### src/rtl/exu_mdu.sv
// exu_mdu: multi-cycle M-extension execute unit (MUL/MULH*/DIV*/REM*, incl. W forms).
// Shift-add multiply retiring MUL_BITS bits per cycle, restoring radix-2 divide,
// divide-by-zero and signed overflow resolved at accept without iterating.
module exu_mdu #(
  parameter int unsigned XLEN     = 64,
  parameter int unsigned TAG_W    = 5,
  parameter int unsigned MUL_BITS = 1
) (
  input  logic             clk,
  input  logic             rst,
  input  logic             i_flush,
  input  logic             i_valid,
  output logic             o_ready,
  input  logic [2:0]       i_funct3,
  input  logic             i_word_op,
  input  logic [XLEN-1:0]  i_src1,
  input  logic [XLEN-1:0]  i_src2,
  input  logic [TAG_W-1:0] i_tag,
  output logic             o_valid,
  input  logic             i_ready,
  output logic [XLEN-1:0]  o_result,
  output logic [TAG_W-1:0] o_tag,
  output logic             o_busy
);

  localparam int unsigned H  = XLEN / 2;
  localparam int unsigned CW = $clog2(XLEN) + 1;

  localparam logic [CW-1:0]   LAST_MUL_D = CW'(XLEN / MUL_BITS - 1);
  localparam logic [CW-1:0]   LAST_MUL_W = CW'(H / MUL_BITS - 1);
  localparam logic [CW-1:0]   LAST_DIV_D = CW'(XLEN - 1);
  localparam logic [CW-1:0]   LAST_DIV_W = CW'(H - 1);
  localparam logic [XLEN-1:0] MIN_D      = {1'b1, {(XLEN-1){1'b0}}};
  localparam logic [XLEN-1:0] MIN_W      = {{(H+1){1'b1}}, {(H-1){1'b0}}};

  typedef enum logic [1:0] {IDLE, CALC, DONE} state_t;

  state_t state, state_n;

  logic [2:0]        f3_q;
  logic              word_q;
  logic              neg_q;
  logic [CW-1:0]     cnt;
  logic [CW-1:0]     cnt_last;
  logic [2*XLEN-1:0] acc;
  logic [2*XLEN-1:0] mcand;
  logic [XLEN-1:0]   mplier;
  logic [XLEN-1:0]   rem;
  logic [XLEN-1:0]   quot;
  logic [XLEN-1:0]   dvsr;

  function automatic logic [XLEN-1:0] wsext(input logic [XLEN-1:0] v, input logic w);
    return w ? {{H{v[H-1]}}, v[H-1:0]} : v;
  endfunction

  logic              accept;
  logic              is_div;
  logic              sgn1;
  logic              sgn2;
  logic              neg1;
  logic              neg2;
  logic              neg_res;
  logic              div_zero;
  logic              div_ovf;
  logic              special;
  logic [2:0]        f3;
  logic [XLEN-1:0]   a_ext;
  logic [XLEN-1:0]   b_ext;
  logic [XLEN-1:0]   mag1;
  logic [XLEN-1:0]   mag2;
  logic [XLEN-1:0]   spec_val;
  logic [CW-1:0]     last_n;

  // Accept-side decode: operand extension, magnitudes, result sign, special divides.
  always_comb begin
    f3       = (i_word_op && (i_funct3 inside {3'd1, 3'd2, 3'd3})) ? 3'd0 : i_funct3;
    is_div   = f3[2];
    sgn1     = (f3 == 3'd1) || (f3 == 3'd2) || (f3 == 3'd4) || (f3 == 3'd6);
    sgn2     = (f3 == 3'd1) || (f3 == 3'd4) || (f3 == 3'd6);
    a_ext    = i_src1;
    b_ext    = i_src2;
    if (i_word_op) begin
      a_ext = sgn1 ? wsext(i_src1, 1'b1) : {{H{1'b0}}, i_src1[H-1:0]};
      b_ext = sgn2 ? wsext(i_src2, 1'b1) : {{H{1'b0}}, i_src2[H-1:0]};
    end
    neg1     = sgn1 & a_ext[XLEN-1];
    neg2     = sgn2 & b_ext[XLEN-1];
    mag1     = neg1 ? -a_ext : a_ext;
    mag2     = neg2 ? -b_ext : b_ext;
    // remainder follows the dividend; product and quotient follow sign1 ^ sign2
    neg_res  = (is_div && f3[1]) ? neg1 : (neg1 ^ neg2);
    div_zero = is_div && (b_ext == '0);
    div_ovf  = is_div && sgn2 && (a_ext == (i_word_op ? MIN_W : MIN_D)) && (b_ext == '1);
    special  = div_zero || div_ovf;
    spec_val = '0;
    if (div_zero) begin
      spec_val = f3[1] ? a_ext : '1;
    end else if (div_ovf) begin
      spec_val = f3[1] ? '0 : a_ext;
    end
    spec_val = wsext(spec_val, i_word_op);
    if (is_div) begin
      last_n = i_word_op ? LAST_DIV_W : LAST_DIV_D;
    end else begin
      last_n = i_word_op ? LAST_MUL_W : LAST_MUL_D;
    end
    accept   = i_valid && (state == IDLE) && !i_flush;
  end

  logic [2*XLEN-1:0] acc_n;
  logic [2*XLEN-1:0] prod;
  logic [XLEN:0]     shl;
  logic [XLEN:0]     trial;
  logic [XLEN-1:0]   rem_n;
  logic [XLEN-1:0]   quot_n;
  logic [XLEN-1:0]   mul_sel;
  logic [XLEN-1:0]   div_sel;
  logic [XLEN-1:0]   fin;

  // One iteration step of both engines plus the final sign/select/extend of the result.
  always_comb begin
    acc_n = acc;
    for (int unsigned b = 0; b < MUL_BITS; b++) begin
      if (mplier[b]) acc_n = acc_n + (mcand << b);
    end
    shl     = {rem, quot[XLEN-1]};
    trial   = shl - {1'b0, dvsr};
    rem_n   = trial[XLEN] ? shl[XLEN-1:0] : trial[XLEN-1:0];
    quot_n  = {quot[XLEN-2:0], !trial[XLEN]};
    prod    = neg_q ? -acc_n : acc_n;
    mul_sel = (f3_q == 3'd0) ? prod[XLEN-1:0] : prod[2*XLEN-1:XLEN];
    div_sel = f3_q[1] ? rem_n : quot_n;
    if (neg_q) div_sel = -div_sel;
    fin     = wsext(f3_q[2] ? div_sel : mul_sel, word_q);
  end

  // State register.
  always_ff @(posedge clk or posedge rst) begin
    if (rst) state <= IDLE;
    else     state <= state_n;
  end

  // Next-state and handshake outputs; flush overrides every transition.
  always_comb begin
    state_n = state;
    o_ready = 1'b0;
    o_valid = 1'b0;
    o_busy  = 1'b1;
    case (state)
      IDLE: begin
        o_ready = 1'b1;
        o_busy  = 1'b0;
        if (accept) state_n = special ? DONE : CALC;
      end
      CALC: begin
        if (cnt == cnt_last) state_n = DONE;
      end
      DONE: begin
        o_valid = 1'b1;
        if (i_ready) state_n = IDLE;
      end
      default: state_n = IDLE;
    endcase
    if (i_flush) state_n = IDLE;
  end

  // Operand latch at accept, iteration in CALC, result capture on entry to DONE.
  always_ff @(posedge clk or posedge rst) begin
    if (rst) begin
      f3_q     <= '0;
      word_q   <= 1'b0;
      neg_q    <= 1'b0;
      cnt      <= '0;
      cnt_last <= '0;
      acc      <= '0;
      mcand    <= '0;
      mplier   <= '0;
      rem      <= '0;
      quot     <= '0;
      dvsr     <= '0;
      o_result <= '0;
      o_tag    <= '0;
    end else if (accept) begin
      f3_q     <= f3;
      word_q   <= i_word_op;
      neg_q    <= neg_res;
      cnt      <= '0;
      cnt_last <= last_n;
      acc      <= '0;
      mcand    <= {{XLEN{1'b0}}, mag1};
      mplier   <= mag2;
      rem      <= '0;
      // dividend is left-aligned so the divider always consumes from the top bit
      quot     <= i_word_op ? {mag1[H-1:0], {H{1'b0}}} : mag1;
      dvsr     <= mag2;
      o_tag    <= i_tag;
      if (special) o_result <= spec_val;
    end else if (state == CALC && !i_flush) begin
      acc    <= acc_n;
      mcand  <= mcand << MUL_BITS;
      mplier <= mplier >> MUL_BITS;
      rem    <= rem_n;
      quot   <= quot_n;
      cnt    <= cnt + 1'b1;
      if (cnt == cnt_last) o_result <= fin;
    end
  end

endmodule

### config.mk
export PLATFORM = sky130hd
export DESIGN_NAME = exu_mdu
export DESIGN_NICKNAME = d
export VERILOG_FILES = /design/src/rtl/exu_mdu.sv
export SDC_FILE = /design/constraint.sdc
export NUM_CORES = 2
export LEC_CHECK = 0
export ABC_CLOCK_PERIOD_IN_PS = 40800
export BUFFER_PORTS_ARGS = -buffer_cell sky130_fd_sc_hd__buf_2
export CAP_MARGIN = 10
export CORE_ASPECT_RATIO = 0.75
export CORE_MARGIN = 4
export CORE_UTILIZATION = 55
export CTS_CLUSTER_SIZE = 28
export DETAILED_ROUTE_END_ITERATION = 7
export PLACE_DENSITY = 0.72
export RECOVER_POWER = 100
export SLEW_MARGIN = 20
export SYNTH_ARGS = -nofsm -noshare
export SYNTH_HDL_FRONTEND = slang
export SYNTH_SLANG_ARGS = --single-unit
### constraint.sdc
create_clock -name clk -period 40.8 [get_ports clk]
set_clock_uncertainty 0.15 [all_clocks]
set_input_delay 8.16 -clock clk [delete_from_list [all_inputs] [get_ports clk]]
set_output_delay 8.16 -clock clk [all_outputs]
set_load 0.05 [all_outputs]
# Yosys cells after proc, flatten, opt, wreduce, memory -nomap -nowiden

Index checks and enable logic that the tools add are counted.
Widths: inputs -> output; s select.

Flip-flop bits (word level): 602
Latch bits: 0
Bits in writable memories: 0
Bits in read-only memories: 0
Input port bits: 142
Output and inout port bits: 72
Word-level logic and storage cells: 114
Memories kept: 0

Add/sub/neg operators: 7
Multiply operators: 0
Divide/modulo/power cells: 0
Order comparisons: 0
Equal/unequal tests: 16
Shifts and indexed selects: 0
Multiplexer cells: 49
Bitwise logic cells: 3
Reductions and logical operators: 25

Operators with widths:

| operator             | number |
|---|---|
| $mux 64              | 28 |
| $mux 128             | 6 |
| $neg 64->64          | 3 |
| $add 128x128->128    | 1 |
| $neg 128->128        | 1 |
| $sub 65x64->65       | 1 |
| $eq 64x64->1         | 1 |
| $eq 64x64->1 const B | 1 |
| $logic_not 64->1     | 1 |
| $mux 63              | 1 |
| $mux 7               | 2 |
| $mux 2               | 5 |
| $eq 3x2->1 const B   | 3 |
| $logic_and 1x1->1    | 9 |
| $ne 3x3->1 const B   | 3 |
| $add 7x1->7 const B  | 1 |
| $eq 7x7->1           | 1 |
| $eq 3x1->1 const B   | 2 |
| $eq 3x3->1 const B   | 2 |
| $logic_or 1x1->1     | 6 |
| $mux 6               | 1 |
| $pmux 2 s3           | 1 |
| $reduce_and 3->1     | 2 |
| $mux 1               | 4 |
| 11 further kinds     | 14 |

# Logic depth before layout (Yosys ltp)

Depth after elaboration: 18
Mapped depth: 27
Mapped depth without buffers: 22

# Worst setup path after synthesis

No wires, ideal clock.

Path type: input to register
Start: input i_src1[6]
End: register o_result[56]
Setup time: 0.069 ns
Data arrival time: 11.850 ns
Required time: 40.581 ns
Slack: 28.731 ns
Stages on the path: 15
Buffers on the path: 2
Cell sequence: or4_1 or2_2 or3_1 or2_2 clkbuf_1 nand2b_1 or4_1 o21ai_1 clkbuf_1 o21ai_0 a21oi_1 nor2_1 a2111oi_0 o211ai_1 nand3_1

Word-level cells in the longest chain between the ends: 10
Elaborated cells on any way between the ends: 13
Classes of those cells: 2 x eq/ne; 7 x mux; 4 x reduce/logical

RTL lines:

| what                                | RTL line | RTL |
|---|---|---|
| start, declared                     | 16       | `input logic [XLEN-1:0] i_src1,` |
| $mux 64                             | 83       | `a_ext = sgn1 ? wsext(i_src1, 1'b1) : {{H{1'b0}}, i_src1[H-1:0]};` |
| $mux 64 (*)                         | 82       | `if (i_word_op) begin` |
| $eq 64x64->1 (*)                    | 93       | `div_ovf = is_div && sgn2 && (a_ext == (i_word_op ? MIN_W : MIN_D)) && (b_ext == '1);` |
| $logic_and 1x1->1 (*) (2 in series) | 93       |  |
| $mux 64                             | 98       | `end else if (div_ovf) begin` |
| $mux 64                             | 96       | `if (div_zero) begin` |
| $mux 64                             | 53       | `return w ? {{H{v[H-1]}}, v[H-1:0]} : v;` |
| $mux 64                             | 197      | `if (special) o_result <= spec_val;` |
| $mux 64                             | 183      | `end else if (accept) begin` |
| end signal, assigned                | 197      |  |
| end signal, assigned                | 205      | `if (cnt == cnt_last) o_result <= fin;` |
| end, declared                       | 21       | `output logic [XLEN-1:0] o_result,` |

Every way passes the cells marked *; elsewhere a longest branch is shown, timed or not. The select of a mux whose other input is x is not followed.
A chain may end at the register's enable or synchronous reset.

# Worst setup path in the final report

Start: input i_flush
End: register mcand[11]

Word-level cells in the longest chain between the ends: 3
Elaborated cells on any way between the ends: 5
Classes of those cells: 1 x mux; 4 x reduce/logical

RTL lines:

| what                                                 | RTL line | RTL |
|---|---|---|
| start, declared                                      | 11       | `input logic i_flush,` |
| $logic_not 1->1 (*)                                  | 107, 198 |  |
| $logic_and 1x1->1, on equally long branches          | 107, 198 |  |
| $mux 128 / $reduce_bool 2->1 (equally long branches) | -        |  |
| end signal, assigned                                 | 190      | `mcand <= {{XLEN{1'b0}}, mag1};` |
| end signal, assigned                                 | 200      | `mcand <= mcand << MUL_BITS;` |
| end, declared                                        | 46       | `logic [2*XLEN-1:0] mcand;` |

Every way passes the cells marked *; elsewhere a longest branch is shown, timed or not.

==> out/qor.csv <==
metric,value,unit
cp.required,41.16,ns
p_per_area,72.7,nW/µm²
syn_avg_cell_area,7.68,µm²
run_status,finished with violations,
synth-seq-cells,597,
final_setup_violation_count,0,
start_util,55.4,%
post_synth_and_or_nand_nor_area_fraction,22.0,%
first_pass_grt_wire_length,374,mm
cts_max_level,3,
root_buffer,clkbuf_16,
placed_cells_incl_taps,7973,
synth.yosys.seq_area_share,28.3,%
critical_path.most_common_cell,clkbuf_1,
dr.first_iter.drc_count,11191,
antenna_left,0,
clock-sinks,597,
floorplan.io_pins,214,
post_route_cells_drive_above_1_share,7.66,%
worst_slack,19.98,ns
worst_slew_margin_rel,-459,%
gp_congestion,1.13,
tritoncts,built,
grt_usage,50.0,%
design.die.area,101000,µm²
timing.fmax,0.0480,GHz
placement_rows,98,
synth_mux_area_share,2.96,%
via_total_after_detailed_routing,60925,
antenna_violations_before_repair,33,
place.port_buffers,213,
drt-wirelength-per-cell,32.6,µm
netlist_instances,6860,
hold_buffer_count_at_cts,0,
worst_path_largest_cell_delay,5.80,ns
worst_setup_path_start_kind,primary input,
cp-end-kind,register,
placeable_core_region,95200,µm²
die_y_extent,276,µm
route.detailed.drc,29,
clkLatencyLatePin,0.70,ns
report.final.slew_viol_count,1535,
timing.critical_path.arrival,21.18,ns
drt_pre_antenna_iters,8,
crit_type,in -> reg,
violations,"design-rule violations, max-capacitance violations, max-slew violations",
chipWidth,365,µm
crit_chain,"clkbuf_1, nor3b_2, clkbuf_1, clkbuf_1, nor2_4, clkbuf_1, clkbuf_1, a22oi_1, o21ai_0",
post-cts-setup-buffer-count,0,
vias_per_cell,7.51,
pre_cts_ws,27.47,ns
timing.max_cap.violations,28,
power.ir.vdd_worst,54.7,µV
largest_family_of_logic_cells_by_synthesized_area,compound AO/OA/AOI/OAI gates,
yosysWarnings,0,
postCtsResizedCells,0,
min_period,20.82,ns
grt.overflow.total,0,
synth_xor_xnor_area_share,5.32,%
num-nets-final,7137,
layout.cells.non_filler,8108,
cts.reportedPaths.clkPinSlew,0.06,ns
yosysUniqueCellTypes,128,
critical_path.slowest_cell,clkbuf_1,
netlist_area,52700,µm²
synth_compound_area_share,32.0,%
min_period_over_period,51.0,%
detailed_place_hpwl,208,mm
crit_family,buffers and inverters,
timing.hold.worst.class,reg -> reg,
path_buf_inv,5,
leakage_power,23.2,nW
hold_violations,0,
drt_wl_total,264,mm
grt_max_degree,167,
async_reset_ff_share,100,%
rsz_0062_raised_after_global_routing,no,
first_global_vias,54046,
worstMarginPinSlew,8.38,ns
area_added_between_synthesis_and_finish,7.35,%
timing.critical_path.fanout_max,166,
synthAdderAreaFrac,4.75,%
synth_edf_count,0,
main_synth_ff_type,dfrtp_1,
final.setup.tns,0,ns
numCtsBuffers,70,
clock_path_buffers,3,
synth_fp_nets,7201,
## cells by family (layout without fill, tap and decap cells)
kind of cell               Yosys count  count (layout)
AOI/OAI and AO/OA                 2576            2576
xor gates and xnor gates           320             320
adders and majority gates          199             199
buffers and inverters              612             590
DFF                                597             597
muxes                              152             152
other                                0              20
and+or+nand+nor                   2404            2404
## power by group
part	internal [W]	switching [W]	total, W
sequential	0.000750	0.000201	0.000950
combinational	0.000757	0.00173	0.00249
clock	0.000382	0.000295	0.000678
total	0.00189	0.00223	0.00411
## cell usage after synthesis, types with 82 or more instances
master    count  area, µm²
inv_1       152        571
nand2_1     779       2920
mux2i_1     126       1260
xor2_1      152       1330
o22ai_1      82        513
a22o_1      131       1150
nor3_1      172        861
clkbuf_1    333       1250
dfrtp_1     597      14900
ha_1        197       2460
nand3_1     141        706
a21o_1      134       1010
o21ai_0     690       3450
o31ai_1      87        653
a21oi_1     615       3080
a22oi_1      97        728
xnor2_1     168       1470
nand4_1     171       1070
nor2_1      648       2430
## worst paths after layout
path,slack [ns],to,depth (start not counted),startpoint
min in group asynchronous,9.03,mplier[5],2,rst
max in group asynchronous,21.39,acc[91],5,rst
setup / recovery,19.98,mcand[11],9,i_flush
hold / removal,0.33,dvsr[24],1,dvsr[24]
setup reg to reg,27.11,mcand[11],10,state[0]
hold reg to reg,0.33,dvsr[24],1,dvsr[24]
## layout make-up
cell class,instances,area (µm²)
fillers,8775,38600
multi-input cells,5651,35400
flip-flops and latches,597,15000
clock buffers,79,1840
repair buffers,318,1670
well taps,1250,1560
inverters,158,597
clock inverters,35,497
diodes,20,50.0
## registers in the layout, summed over array words and instances (netlist names)
| name | cells |
|---|---|
| dvsr | 64 |
| acc | 128 |
| f3_q | 3 |
| cnt | 7 |
| state | 2 |
| o_result | 64 |
| cnt_last | 2 |
| quot | 64 |
| mcand | 128 |
| word_q | 1 |
| mplier | 64 |
| o_tag | 5 |
| rem | 64 |
| neg_q | 1 |
## metal layers
metal | part of all wire [%] | up-vias | global-route usage (%)
met5 | 0.49 | - | 6.17
met4 | 3.8 | 50 | 14.2
met3 | 21 | 810 | 36.0
met2 | 35 | 5270 | 59.2
met1 | 40 | 29173 | 69.3
li1 | - | 25622 | -
## layout by cell type (no fill, tap or decap), drive strengths merged, types with 36 or more instances in the layout
master	Yosys	layout
o211ai	62	62
a31oi	82	82
dfrtp	597	597
xnor2	168	168
nand3	144	144
o31ai	91	91
xor2	152	152
o21a	56	56
and2	36	36
a22o	131	131
o22ai	82	82
nand2b	48	48
o21ai	737	737
a21oi	625	625
buf	121	218
nor2	650	650
and4	43	43
or2	40	40
nor3	177	177
nand2	781	781
inv	157	160
nor4	88	88
ha	197	197
a211oi	60	60
mux2i	126	126
nand4	171	171
a22oi	98	98
a21o	134	134
a221o	60	60
clkbuf	333	179
or3	62	62
## stage by stage
step | hold slack [ns] | power (W) | instance area (µm²) | util [%]
floorplan | 0.299 | 0.00253 | 52700 | -
global placement | 0.307 | 0.00323 | 54400 | 57.2
detailed placement | 0.310 | 0.00326 | 54400 | 57.2
CTS | 0.330 | 0.00395 | 56700 | 59.6
global route | 0.346 | 0.00425 | 56500 | 59.4
finish | 0.329 | 0.00411 | 56600 | 59.5
## worst register-to-register path: stages, from the launching register on
cell,delay [ns]
dfrtp_1,0.43
nor2_1,0.11
inv_1,0.09
nor3b_2,0.05
clkbuf_1,1.18
clkbuf_1,1.53
nor2_4,0.46
clkbuf_1,5.80
clkbuf_1,3.00
a22oi_1,0.44
o21ai_0,0.30
(Power assumes the default switching activity.)
